--- src/rtl/delta_sum_decoder_if.sv ---
// Handshake bundle for delta_sum_decoder: the delta input stream and
// the reconstructed-sample output stream.
interface delta_sum_decoder_if #(
    parameter int DW = 4
);
    logic [DW:0]   dIn;
    logic          dValid;
    logic          dReady;
    logic [DW-1:0] sOut;
    logic          sValid;
    logic          sReady;

    // Environment side: produces deltas, consumes samples
    modport master (
        output dIn, dValid, sReady,
        input  dReady, sOut, sValid
    );

    // Decoder side: consumes deltas, produces samples
    modport slave (
        input  dIn, dValid, sReady,
        output dReady, sOut, sValid
    );
endinterface

--- src/rtl/delta_sum_decoder.sv ---
// Delta-sum decoder: accumulates signed deltas onto a seeded base and
// emits saturated unsigned samples through a 3-stage valid/ready pipeline.
//   S1: delta register
//   S2: accumulate (acc updated here), result held in s2_data_q
//   S3: output register driving sOut/sValid
module delta_sum_decoder #(
    parameter int DW = 4,
    parameter int CW = 8
) (
    input  logic                 clk,
    input  logic                 rst,
    input  logic                 seedLoad,
    input  logic [DW-1:0]        seedIn,
    delta_sum_decoder_if.slave   bus,
    output logic                 satErr,
    input  logic                 satClr,
    output logic [CW-1:0]        cnt
);

    // Global advance enable: every stage moves together or holds together
    logic en;

    logic          s1_valid_q;
    logic [DW:0]   s1_delta_q;

    logic          s2_valid_q;
    logic [DW-1:0] s2_data_q;

    logic          s3_valid_q;
    logic [DW-1:0] s3_data_q;

    logic [DW-1:0] acc_q;
    logic [DW-1:0] acc_d;
    logic          sat_err_q;
    logic          sat_err_d;
    logic [CW-1:0] cnt_q;
    logic [CW-1:0] cnt_d;

    logic                 add;
    logic                 handoff;
    logic [DW-1:0]        base;
    logic signed [DW+1:0] sum;
    logic [DW-1:0]        result;
    logic                 saturated;

    assign en          = !s3_valid_q || bus.sReady;
    assign bus.dReady  = en;
    assign bus.sOut    = s3_data_q;
    assign bus.sValid  = s3_valid_q;
    assign satErr      = sat_err_q;
    assign cnt         = cnt_q;

    assign add     = en && s1_valid_q;
    assign handoff = s3_valid_q && bus.sReady;

    // Saturating add of the S1 delta onto the base (seed overrides acc)
    always_comb begin
        base      = seedLoad ? seedIn : acc_q;
        sum       = $signed({2'b00, base}) + $signed({s1_delta_q[DW], s1_delta_q});
        result    = sum[DW-1:0];
        saturated = 1'b0;
        // sum spans -(2^DW)..2*(2^DW-1): sign bit marks underflow, bit DW overflow
        if (sum[DW+1]) begin
            result    = '0;
            saturated = 1'b1;
        end else if (sum[DW]) begin
            result    = '1;
            saturated = 1'b1;
        end
    end

    // Next-state for accumulator, sticky saturation flag and hand-off counter
    always_comb begin
        acc_d     = acc_q;
        sat_err_d = sat_err_q;
        cnt_d     = cnt_q;

        if (add) begin
            acc_d = result;
        end else if (seedLoad) begin
            acc_d = seedIn;
        end

        if (add && saturated) begin
            sat_err_d = 1'b1;
        end else if (satClr) begin
            sat_err_d = 1'b0;
        end

        if (handoff) begin
            cnt_d = cnt_q + 1'b1;
        end
    end

    // S1: capture the incoming delta when the pipeline advances
    always_ff @(posedge clk or posedge rst) begin
        if (rst) begin
            s1_valid_q <= 1'b0;
            s1_delta_q <= '0;
        end else if (en) begin
            s1_valid_q <= bus.dValid;
            s1_delta_q <= bus.dIn;
        end
    end

    // S2: hold the accumulated result of the S1 delta
    always_ff @(posedge clk or posedge rst) begin
        if (rst) begin
            s2_valid_q <= 1'b0;
            s2_data_q  <= '0;
        end else if (en) begin
            s2_valid_q <= s1_valid_q;
            s2_data_q  <= result;
        end
    end

    // S3: output register, frozen while downstream back-pressures
    always_ff @(posedge clk or posedge rst) begin
        if (rst) begin
            s3_valid_q <= 1'b0;
            s3_data_q  <= '0;
        end else if (en) begin
            s3_valid_q <= s2_valid_q;
            s3_data_q  <= s2_data_q;
        end
    end

    // Accumulator, saturation flag and emitted-sample counter
    always_ff @(posedge clk or posedge rst) begin
        if (rst) begin
            acc_q     <= '0;
            sat_err_q <= 1'b0;
            cnt_q     <= '0;
        end else begin
            acc_q     <= acc_d;
            sat_err_q <= sat_err_d;
            cnt_q     <= cnt_d;
        end
    end

endmodule

--- src/flat_wrapper.sv ---
// flat-port wrapper written by rule: the top's interface ports become plain ports
module delta_sum_decoder_flat 
#(
    parameter int DW = 4,
    parameter int CW = 8
)
  (clk, rst, seedLoad, seedIn, satErr, satClr, cnt, bus_dIn, bus_dValid, bus_sReady, bus_dReady, bus_sOut, bus_sValid);
  delta_sum_decoder_if #(.DW(DW)) bus_i ();
  input  logic clk;
  input  logic rst;
  input  logic seedLoad;
  input  logic [DW-1:0] seedIn;
  output logic satErr;
  input  logic satClr;
  output logic [CW-1:0] cnt;
  input wire logic [$bits(bus_i.dIn)-1:0] bus_dIn;
  input wire logic [$bits(bus_i.dValid)-1:0] bus_dValid;
  input wire logic [$bits(bus_i.sReady)-1:0] bus_sReady;
  output wire logic [$bits(bus_i.dReady)-1:0] bus_dReady;
  output wire logic [$bits(bus_i.sOut)-1:0] bus_sOut;
  output wire logic [$bits(bus_i.sValid)-1:0] bus_sValid;
  assign bus_i.dIn = bus_dIn;
  assign bus_i.dValid = bus_dValid;
  assign bus_i.sReady = bus_sReady;
  assign bus_dReady = bus_i.dReady;
  assign bus_sOut = bus_i.sOut;
  assign bus_sValid = bus_i.sValid;
  delta_sum_decoder #(.DW(DW), .CW(CW)) u_core (.clk(clk), .rst(rst), .seedLoad(seedLoad), .seedIn(seedIn), .bus(bus_i), .satErr(satErr), .satClr(satClr), .cnt(cnt));
endmodule
--- config.mk ---
export PLATFORM = sky130hd
export DESIGN_NAME = delta_sum_decoder_flat
export DESIGN_NICKNAME = d
export VERILOG_FILES = /design/src/rtl/delta_sum_decoder_if.sv /design/src/rtl/delta_sum_decoder.sv /design/src/flat_wrapper.sv
export SDC_FILE = /design/constraint.sdc
export NUM_CORES = 1
export LEC_CHECK = 0
export BUFFER_PORTS_ARGS = -buffer_cell sky130_fd_sc_hd__clkbuf_2
export CORE_MARGIN = 10
export CORE_UTILIZATION = 35
export CTS_CLUSTER_SIZE = 8
export DETAILED_ROUTE_END_ITERATION = 6
export PLACE_DENSITY = 0.66
export SLEW_MARGIN = 20
export SYNTH_ARGS = -nofsm -noshare
export SYNTH_HDL_FRONTEND = slang
export SYNTH_SLANG_ARGS = --single-unit
--- constraint.sdc ---
create_clock -name clk -period 1.8 [get_ports clk]
set_clock_uncertainty 0.1 [all_clocks]
set_input_delay 0.27 -clock clk [delete_from_list [all_inputs] [get_ports clk]]
set_output_delay 0.27 -clock clk [all_outputs]
set_load 0.01 [all_outputs]
==> results of run 1 <==
==> timing repair <==
item	CTS	global route
hold endpoints to repair	29	0
setup endpoints to repair	9	9
hold buffers	1	0
resized for setup	10	10
pin swaps	6	7
setup buffers	0	1
==> worst max-delay path, delay by kind of cell, from the launching register on <==
kind	cells	cell delay, ps
compound gates	5	790
flops	1	390
fa+ha+maj	1	220
mux	1	190
buf+inv	1	80
==> flip-flops by register name, summed over array words and instances, names as in the netlist <==
name,cells
u_core.cnt,8
u_core.s1_delta_q,5
u_core.acc_q,4
u_core.bus.sOut,4
u_core.s2_data_q,4
u_core.bus.sValid,1
u_core.s1_valid_q,1
u_core.s2_valid_q,1
u_core.satErr,1
==> report_power, final <==
group / leakage (nW) / switching (mW) / internal, mW / total, mW
combinational: 0.527 / 0.769 / 0.725 / 1.49
sequential: 0.352 / 0.189 / 0.917 / 1.11
clock: 0.0450 / 0.253 / 0.267 / 0.520
==> Yosys cell counts (all sizes together) <==
master  count
ha          5
fa          1
nand2b      3
buf         5
o21bai      1
nor2        8
xnor2       5
a22o        2
a21oi       7
and3        1
a21o        1
inv         8
a211oi      1
o21a        1
a211o       1
nand2      37
nor2b       1
xor2        3
and2        1
nand3       5
dfrtp      29
o22ai       2
o21ai      10
mux2i       1
mux2        4
==> how the worst max path moves through the flow <==
stage / startpoint / endpoint / depth (start not counted)
2_1_floorplan: u_core.acc_q[3] / u_core.s2_data_q[1] / 8
3_5_place_dp: seedLoad / u_core.satErr / 8
3_3_place_gp: seedLoad / u_core.satErr / 8
6_report: u_core.acc_q[1] / u_core.acc_q[3] / 8
4_1_cts: u_core.acc_q[1] / u_core.s2_data_q[1] / 8
5_1_grt: u_core.acc_q[1] / u_core.acc_q[3] / 8
==> cell type report <==
cell class              instances  area share (%)
clock buffers                   6           3.851
inverters                       8           1.594
repair buffers                 38           11.42
flip-flops and latches         29           38.51
multi-input cells             101           40.77
well taps                      50           3.320
clock inverters                 2          0.5312
==> per-stage QoR <==
stage	util [%]	power [mW]	TNS, ps	hold WS (ps)	cells
after floorplan	-	2.005	-115.3	248.1	143
after global placement	42.29	2.373	-2503	243.0	224
after detailed placement	42.29	2.389	-2669	250.5	224
after CTS	45.51	2.984	-425.6	55.64	233
after global routing	47.11	3.357	-1050	64.72	234
final	47.11	3.121	-386.9	52.02	234
==> placed cells by master (no fill, tap or decap), types with 2 or more instances in the layout <==
master	instances
o22ai_1	2
nor2_1	7
clkbuf_8	5
a22o_1	2
nand3_1	5
a21oi_2	3
mux2_2	2
buf_4	8
xnor2_1	4
dfrtp_1	29
clkbuf_2	29
clkinv_2	2
nand2_1	36
o21ai_0	3
o21ai_2	2
o21ai_1	4
mux2_4	2
xor2_1	3
ha_4	4
inv_2	3
a21oi_1	3
inv_1	5
nand2b_1	2
==> logic make-up after synthesis <==
group           count (synthesis)  synth area share (%)
fa+ha+maj                       6                 5.700
flops                          29                 50.09
mux                             5                 3.799
compound gates                 26                 12.44
xor+xnor                        8                 5.354
simple gates                   56                 17.53
buf+inv                        13                 5.095
==> per-layer routing <==
metal	track usage (%)	vias up	wire, um
met4	3.144	0	57
met2	14.38	29	1529
met1	10.67	533	1468
li1	-	547	-
met5	0	-	0
met3	3.961	8	216
==> run metrics, run 1 <==
outcome=finished with violations; failing checks=negative setup slack; routed length per placed instance=13.98 um; post-synthesis sequential area ratio=50.09%; number of global-route vias before repair=1172; WP data arrival=1940 ps; post-synthesis cell count=143; Ant. Diodes=0; WS Path Type=reg2reg; Hold EP=u_core.satErr; Via-to-Cell Ratio=4.774; worst-path fanout max=4; clk sinks=29; worst-path cell chain=mux2i_2, inv_2, ha_4, a21oi_2, o21bai_4, a211o_4, a21oi_2, a211oi_2; number of I/O port buffers=29; clk_lat worst skew=280 ps; Hold Vio Cnt, Final=0; CTS HTree Levels=2; nets@finish=204; flops & latches, synth=29; Routed Antenna Nets=0; CP dominant cell by count=a21oi_2; final setup vio count=7; Syn Area/Cell=10.13 um2; largest net degree at the start of global routing=30; final instance area=1884 um2; Yosys cell types=33; first-pass GRT wire length=5361 um; Root Buffer Master=clkbuf_8; Cell Rows=23; GR Util All Layers=9.064%; Synth area leader=dfrtp_1; share of the synthesized area in the top cell type=50.09%; reg2reg end=u_core.acc_q[3]; # fillers=371; Die X=84.34 um; Hold Crit Depth=2; CTS max path bufs=2; fin. max-slew vios=0; fmax=528.0 MHz; share of cells above drive strength 1=39.67%; initial antenna violation count=0; worst hold start=satClr; CP Launch Type=register; area occupied by multi-input gates=768.2 um2; GPL Wtd Cong=0.8896; peak per-stage delay on the critical path=390 ps; type of the tightest min-delay check=in2reg; CTS clk-pin slew, worst paths=70 ps; worst slew pin tran=405.1 ps; pre-CTS setup slack=-328.9 ps; DRC viols=0; r2r setup slk=-90 ps; core area=4000 um2; area growth from synthesis to layout=30.05%; Post-Synthesis Cell Area=1449 um2; Tmin final=1894 ps; Max Cap Viol=0; static leakage=0.9239 nW; largest cells by area after synthesis=dfrtp_1 (50%), nand2_1 (9.3%), ha_1 (4.3%); Via Count=1117; Initial DRC Count=65; WL final=3271 um; crit share post-route=105.2%; TritonCTS clock tree=built; initial core utilization=36.22%; die height=84.34 um; syn_nets=164; worst r2r src=u_core.acc_q[1]; Area after DPL=1692 um2; synth warn=0; Pwr per Cell Area=1656 nW/um2; CP required=1850 ps; Slowest cell on crit path=dfrtp_1; drt first pass iters=4; final worst slack=-93.89 ps; DPL Wire Length=2272 um; Seq. cell area=725.7 um2; number of placed I/O pins=30; GR Overflow Total=0; Critical Path End Type=register; Worst Reg-to-Reg Cells=8; maximum vdd drop=0.0007595 V; total CTS buffers=5; Die Area=7113 um2; RSZ-0062 raised after global routing=true; relative slew slack=72.98%
Note: power is estimated with default switching activity, not from simulation.
==> run 2: changes to the inputs <==
--- a/config.mk
+++ b/config.mk
@@ -11,6 +11,7 @@
 export CTS_CLUSTER_SIZE = 8
 export DETAILED_ROUTE_END_ITERATION = 6
 export PLACE_DENSITY = 0.66
+export RECOVER_POWER = 25
 export SLEW_MARGIN = 20
 export SYNTH_ARGS = -nofsm -noshare
 export SYNTH_HDL_FRONTEND = slang
==> run metrics, run 2 (synthesized netlist as in run 1, its figures left out) <==
final setup vio count=7 (unchanged); initial core utilization=36.22% (unchanged); fmax=528.0 MHz (unchanged); Cell Rows=23 (unchanged); Critical Path End Type=register (unchanged); Hold EP=u_core.satErr (unchanged); Max Cap Viol=0 (unchanged); Via-to-Cell Ratio=4.778 (was 4.774); CP Launch Type=register (unchanged); r2r setup slk=-90 ps (about the same); Tmin final=1894 ps (unchanged); failing checks=negative setup slack (unchanged); type of the tightest min-delay check=in2reg (unchanged); number of placed I/O pins=30 (unchanged); Initial DRC Count=65 (unchanged); worst r2r src=u_core.acc_q[1] (unchanged); routed length per placed instance=13.97 um (was 13.98 um); GPL Wtd Cong=0.8896 (unchanged); total CTS buffers=5 (unchanged); max FFs per register=8 (unchanged); TritonCTS clock tree=built (unchanged); commonest non-fill, non-tap cell in the layout=nand2_1 (unchanged); worst-path cell chain=mux2i_2, inv_2, ha_4, a21oi_2, o21bai_4, a211o_4, a21oi_2, a211oi_2 (unchanged); DPL Wire Length=2272 um (unchanged); CTS HTree Levels=2 (unchanged); die height=84.34 um (unchanged); DRC viols=0 (unchanged); fin. max-slew vios=0 (unchanged); GR Overflow Total=0 (unchanged); Finished Core Util=47.04% (was 47.11%); Ant. Diodes=0 (unchanged); reg2reg end=u_core.acc_q[3] (unchanged); core area=4000 um2 (unchanged); clk_lat worst skew=280 ps (about the same); WL final=3270 um (was 3271 um); Power Internal=1.908 mW (was 1.909 mW); Flop pwr share=35.5% (was 35.4%); maximum vdd drop=0.0007595 V (about the same); peak per-stage delay on the critical path=390 ps (about the same); relative slew slack=51.45% (was 72.98%); initial antenna violation count=0 (unchanged); Routed Antenna Nets=0 (unchanged); share of cells above drive strength 1=39.67% (unchanged); Root Buffer Master=clkbuf_8 (unchanged); WS Path Type=reg2reg (unchanged); Area after DPL=1692 um2 (unchanged); area growth from synthesis to layout=29.88% (was 30.05%); RSZ-0062 raised after global routing=true (unchanged); Hold Crit Depth=2 (unchanged); worst slew pin tran=728.2 ps (was 405.1 ps); Die Area=7113 um2 (unchanged); Worst Reg-to-Reg Cells=8 (unchanged); # fillers=372 (was 371); CTS max path bufs=2 (unchanged); number of global-route vias before repair=1172 (unchanged); share of power burned in the clock network=16.7% (about the same); Pwr per Cell Area=1658 nW/um2 (was 1656 nW/um2); final instance area=1882 um2 (was 1884 um2); final worst slack=-93.89 ps (unchanged); nets@finish=204 (unchanged); Critical path buffers and inverters=1 (unchanged); crit share post-route=105.2% (unchanged); Logic pwr share=47.9% (about the same); outcome=finished with violations (unchanged); static leakage=0.9232 nW (was 0.9239 nW); Via Count=1118 (was 1117); worst hold start=satClr (unchanged); clk sinks=29 (unchanged); CP top delay family=compound AO/OA/AOI/OAI gates (unchanged); Die X=84.34 um (unchanged); largest net degree at the start of global routing=30 (unchanged); number of I/O port buffers=29 (unchanged); drt first pass iters=4 (unchanged); CP dominant cell by count=a21oi_2 (unchanged); GR Util All Layers=9.064% (unchanged); CP required=1850 ps (about the same); CTS clk-pin slew, worst paths=70 ps (about the same); NetSw=1.212 mW (about the same); Slowest cell on crit path=dfrtp_1 (unchanged); first-pass GRT wire length=5361 um (unchanged); total power=3.120 mW (was 3.121 mW); worst-path fanout max=4 (unchanged); Hold Vio Cnt, Final=0 (unchanged); most frequent cells in the layout=nand2_1 (36), clkbuf_2 (30), dfrtp_1 (29), nor2_1 (7), buf_4 (7) (was nand2_1 (36), clkbuf_2 (29), dfrtp_1 (29), buf_4 (8), nor2_1 (7)); Switching Share=38.84% (was 38.83%); WP data arrival=1940 ps (about the same)
[run 2: worst max path at each step]
stage	from	to	slack [ps]	cells past startpoint
final	u_core.acc_q[1]	u_core.acc_q[3]	-90	8
after global routing	u_core.acc_q[1]	u_core.acc_q[3]	-160	8
after CTS	u_core.acc_q[1]	u_core.s2_data_q[1]	-80	8
after detailed placement	seedLoad	u_core.satErr	-330	8
after global placement	seedLoad	u_core.satErr	-350	8
after floorplan	u_core.acc_q[3]	u_core.s2_data_q[1]	-60	8
[run 2: metrics by stage]
stage | TNS, ps | worst slack [ps] | std cells | hold slack, ps
after floorplan | -115.3 | -56.61 | 143 | 248.1
after global placement | -2503 | -353.8 | 224 | 243.0
after detailed placement | -2669 | -328.9 | 224 | 250.5
after CTS | -425.6 | -77.55 | 233 | 55.64
after global routing | -1050 | -161.4 | 234 | 64.72
final | -386.9 | -93.89 | 234 | 52.02
[run 2: final cells by class]
cell class / count / area (um2) / share of cell area [%]
Clock buffer: 6 / 72.57 / 3.856
Clock inverter: 2 / 10.01 / 0.5319
Inverter: 8 / 30.03 / 1.596
Multi-Input combinational cell: 101 / 768.2 / 40.82
Sequential cell: 29 / 725.7 / 38.56
Tap cell: 50 / 62.56 / 3.324
Timing Repair Buffer: 38 / 212.7 / 11.30
[run 2: per-layer routing]
layer / wire length, um / track usage (%) / vias up / share of wire, %
met1: 1468 / 10.67 / 533 / 45
met3: 216 / 3.961 / 8 / 6.6
met2: 1527 / 14.38 / 29 / 47
met4: 57 / 3.144 / 0 / 1.7
met5: 0 / 0 / - / 0
li1: - / - / 548 / -
[run 2: power by group through the flow]
stage                     sequential (mW)  combinational, mW  clock [mW]
after floorplan                      1.14              0.869           0
after global placement               1.11               1.26           0
after detailed placement             1.11               1.28           0
after CTS                            1.11               1.35       0.527
after global routing                 1.14               1.65       0.563
final                                1.11               1.49       0.520
[run 2: repair_timing]
| action | in CTS | in global routing |
|---|---|---|
| hold endpoints to repair | 29 | 0 |
| gates resized for setup | 10 | 10 |
| setup buffers | 0 | 1 |
| hold buffers | 1 | 0 |
| endpoints found under the setup margin | 9 | 9 |
| pin swaps | 6 | 7 |
==> run 3: changes to the inputs <==
--- a/config.mk
+++ b/config.mk
@@ -5,11 +5,12 @@
 export SDC_FILE = /design/constraint.sdc
 export NUM_CORES = 1
 export LEC_CHECK = 0
-export BUFFER_PORTS_ARGS = -buffer_cell sky130_fd_sc_hd__clkbuf_2
+export BUFFER_PORTS_ARGS = -buffer_cell sky130_fd_sc_hd__buf_2
 export CORE_MARGIN = 10
 export CORE_UTILIZATION = 35
 export CTS_CLUSTER_SIZE = 8
 export DETAILED_ROUTE_END_ITERATION = 6
+export GPL_ROUTABILITY_DRIVEN = 0
 export PLACE_DENSITY = 0.66
 export RECOVER_POWER = 25
 export SLEW_MARGIN = 20
==> run metrics, run 3 (synthesized netlist as in run 1, its figures left out) <==
relative slew slack=50.93% (was 51.45%); number of I/O port buffers=29 (unchanged); number of placed I/O pins=30 (unchanged); most frequent cells in the layout=nand2_1 (36), buf_2 (29), dfrtp_1 (29), nor2_1 (7) (was nand2_1 (36), clkbuf_2 (30), dfrtp_1 (29), nor2_1 (7), buf_4 (7)); CTS max path bufs=2 (unchanged); Hold Vio Cnt, Final=0 (unchanged); Pwr per Cell Area=1673 nW/um2 (was 1658 nW/um2); largest net degree at the start of global routing=30 (unchanged); DRC viols=0 (unchanged); Area after DPL=1692 um2 (unchanged); max FFs per register=8 (unchanged); Tmin final=1919 ps (was 1894 ps); Initial DRC Count=28 (was 65); outcome=finished with violations (unchanged); TritonCTS clock tree=built (unchanged); Cell Rows=23 (unchanged); total CTS buffers=5 (unchanged); GR Overflow Total=0 (unchanged); first-pass GRT wire length=5506 um (was 5361 um); RSZ-0062 raised after global routing=true (unchanged); clk sinks=29 (unchanged); Routed Antenna Nets=0 (unchanged); total power=3.222 mW (was 3.120 mW); fmax=521.1 MHz (was 528.0 MHz); Via Count=1097 (was 1118); share of cells above drive strength 1=41.85% (was 39.67%); GR Util All Layers=9.427% (was 9.064%); fin. max-slew vios=0 (unchanged); Critical Path End Type=register (unchanged); crit share post-route=106.6% (was 105.2%); routed length per placed instance=14.54 um (was 13.97 um); CP Launch Type=register (unchanged); Max Cap Viol=0 (unchanged); Ant. Diodes=0 (unchanged); Via-to-Cell Ratio=4.688 (was 4.778); drt first pass iters=4 (unchanged); failing checks=negative setup slack (unchanged); Finished Core Util=48.14% (was 47.04%); WP data arrival=2000 ps (was 1940 ps); pre-CTS setup slack=-332.6 ps (was -328.9 ps); die height=84.34 um (unchanged); final worst slack=-119.1 ps (was -93.89 ps); DPL Wire Length=2342 um (was 2272 um); type of the tightest min-delay check=in2reg (unchanged); worst slew pin tran=736.1 ps (was 728.2 ps); Setup TNS Final=-613.3 ps (was -386.9 ps); CTS HTree Levels=2 (unchanged); worst-path fanout max=4 (unchanged); final std cells w/o fill=234 (unchanged); clk_lat worst skew=280 ps (about the same); nets@finish=204 (unchanged); final instance area=1926 um2 (was 1882 um2); area growth from synthesis to layout=32.90% (was 29.88%); CTS clk-pin slew, worst paths=70 ps (about the same); number of global-route vias before repair=1172 (unchanged); Min Hold Slack=43.49 ps (was 52.02 ps); WS Path Type=reg2reg (unchanged); initial core utilization=36.22% (unchanged); CP required=1880 ps (was 1850 ps); Die Area=7113 um2 (unchanged); static leakage=0.9313 nW (was 0.9232 nW); Die X=84.34 um (unchanged); commonest non-fill, non-tap cell in the layout=nand2_1 (unchanged); placed cell count=224 (unchanged); maximum vdd drop=0.0008851 V (was 0.0007595 V); WL final=3403 um (was 3270 um); final setup vio count=9 (was 7); core area=4000 um2 (unchanged); initial antenna violation count=0 (unchanged); Root Buffer Master=clkbuf_8 (unchanged)
==> run 3: changes by cell type in the layout (fill, tap and decap cells not counted), sizes merged <==
cell | before | now
clkinvlp | 0 | 1
clkbuf | 36 | 6
buf | 7 | 36
==> run 3: critical path, cell delays in order, from the launching register on <==
cell and delay, ps:
dfrtp_1 370, mux2_4 290, ha_4 180, inv_2 50
fa_2 210, o21ai_2 70, xnor2_2 180, nand2b_4 170
a22o_1 190
==> run 3: what timing repair did <==
item / in CTS / in global routing
setup buffers: 1 / 1
setup endpoints to repair: 9 / 9
resized for setup: 19 / 11
hold buffers: 1 / 0
pin swaps: 8 / 7
hold endpoints to repair: 29 / 0
==> run 3: path summary, 6_finish.rpt <==
path / start / to / slack [ps] / depth (start not counted)
max in group asynchronous: rst / u_core.bus.sOut[3] / 500 / 4
min in group asynchronous: rst / u_core.bus.sOut[2] / 630 / 4
min reg2reg: u_core.bus.sOut[0] / u_core.bus.sOut[0] / 360 / 2
max reg2reg: u_core.acc_q[0] / u_core.acc_q[1] / -120 / 8
max: u_core.acc_q[0] / u_core.acc_q[1] / -120 / 8
min: satClr / u_core.satErr / 40 / 2
==> run 3: power by group <==
part	internal, mW	leakage (nW)	total, mW	switching [mW]
Sequential	0.916	0.352	1.10	0.188
Clock	0.266	0.0439	0.537	0.271
Combinational	0.764	0.535	1.58	0.816
==> run 3: layout make-up <==
class,instances,area [um2]
fillers,381,2074
multi-input cells,101,800.8
well taps,50,62.56
inverters,8,30.03
repair buffers,38,220.2
flip-flops and latches,29,725.7
clock buffers,5,68.82
clock inverters,3,17.52
==> run 3: per-layer routing <==
| layer | routed length, um | vias up | global-route usage [%] |
|---|---|---|---|
| met5 | 0 | - | 0 |
| met4 | 11 | 0 | 2.695 |
| met3 | 261 | 4 | 5.217 |
| met2 | 1664 | 27 | 15.28 |
| met1 | 1466 | 521 | 10.41 |
| li1 | - | 545 | - |
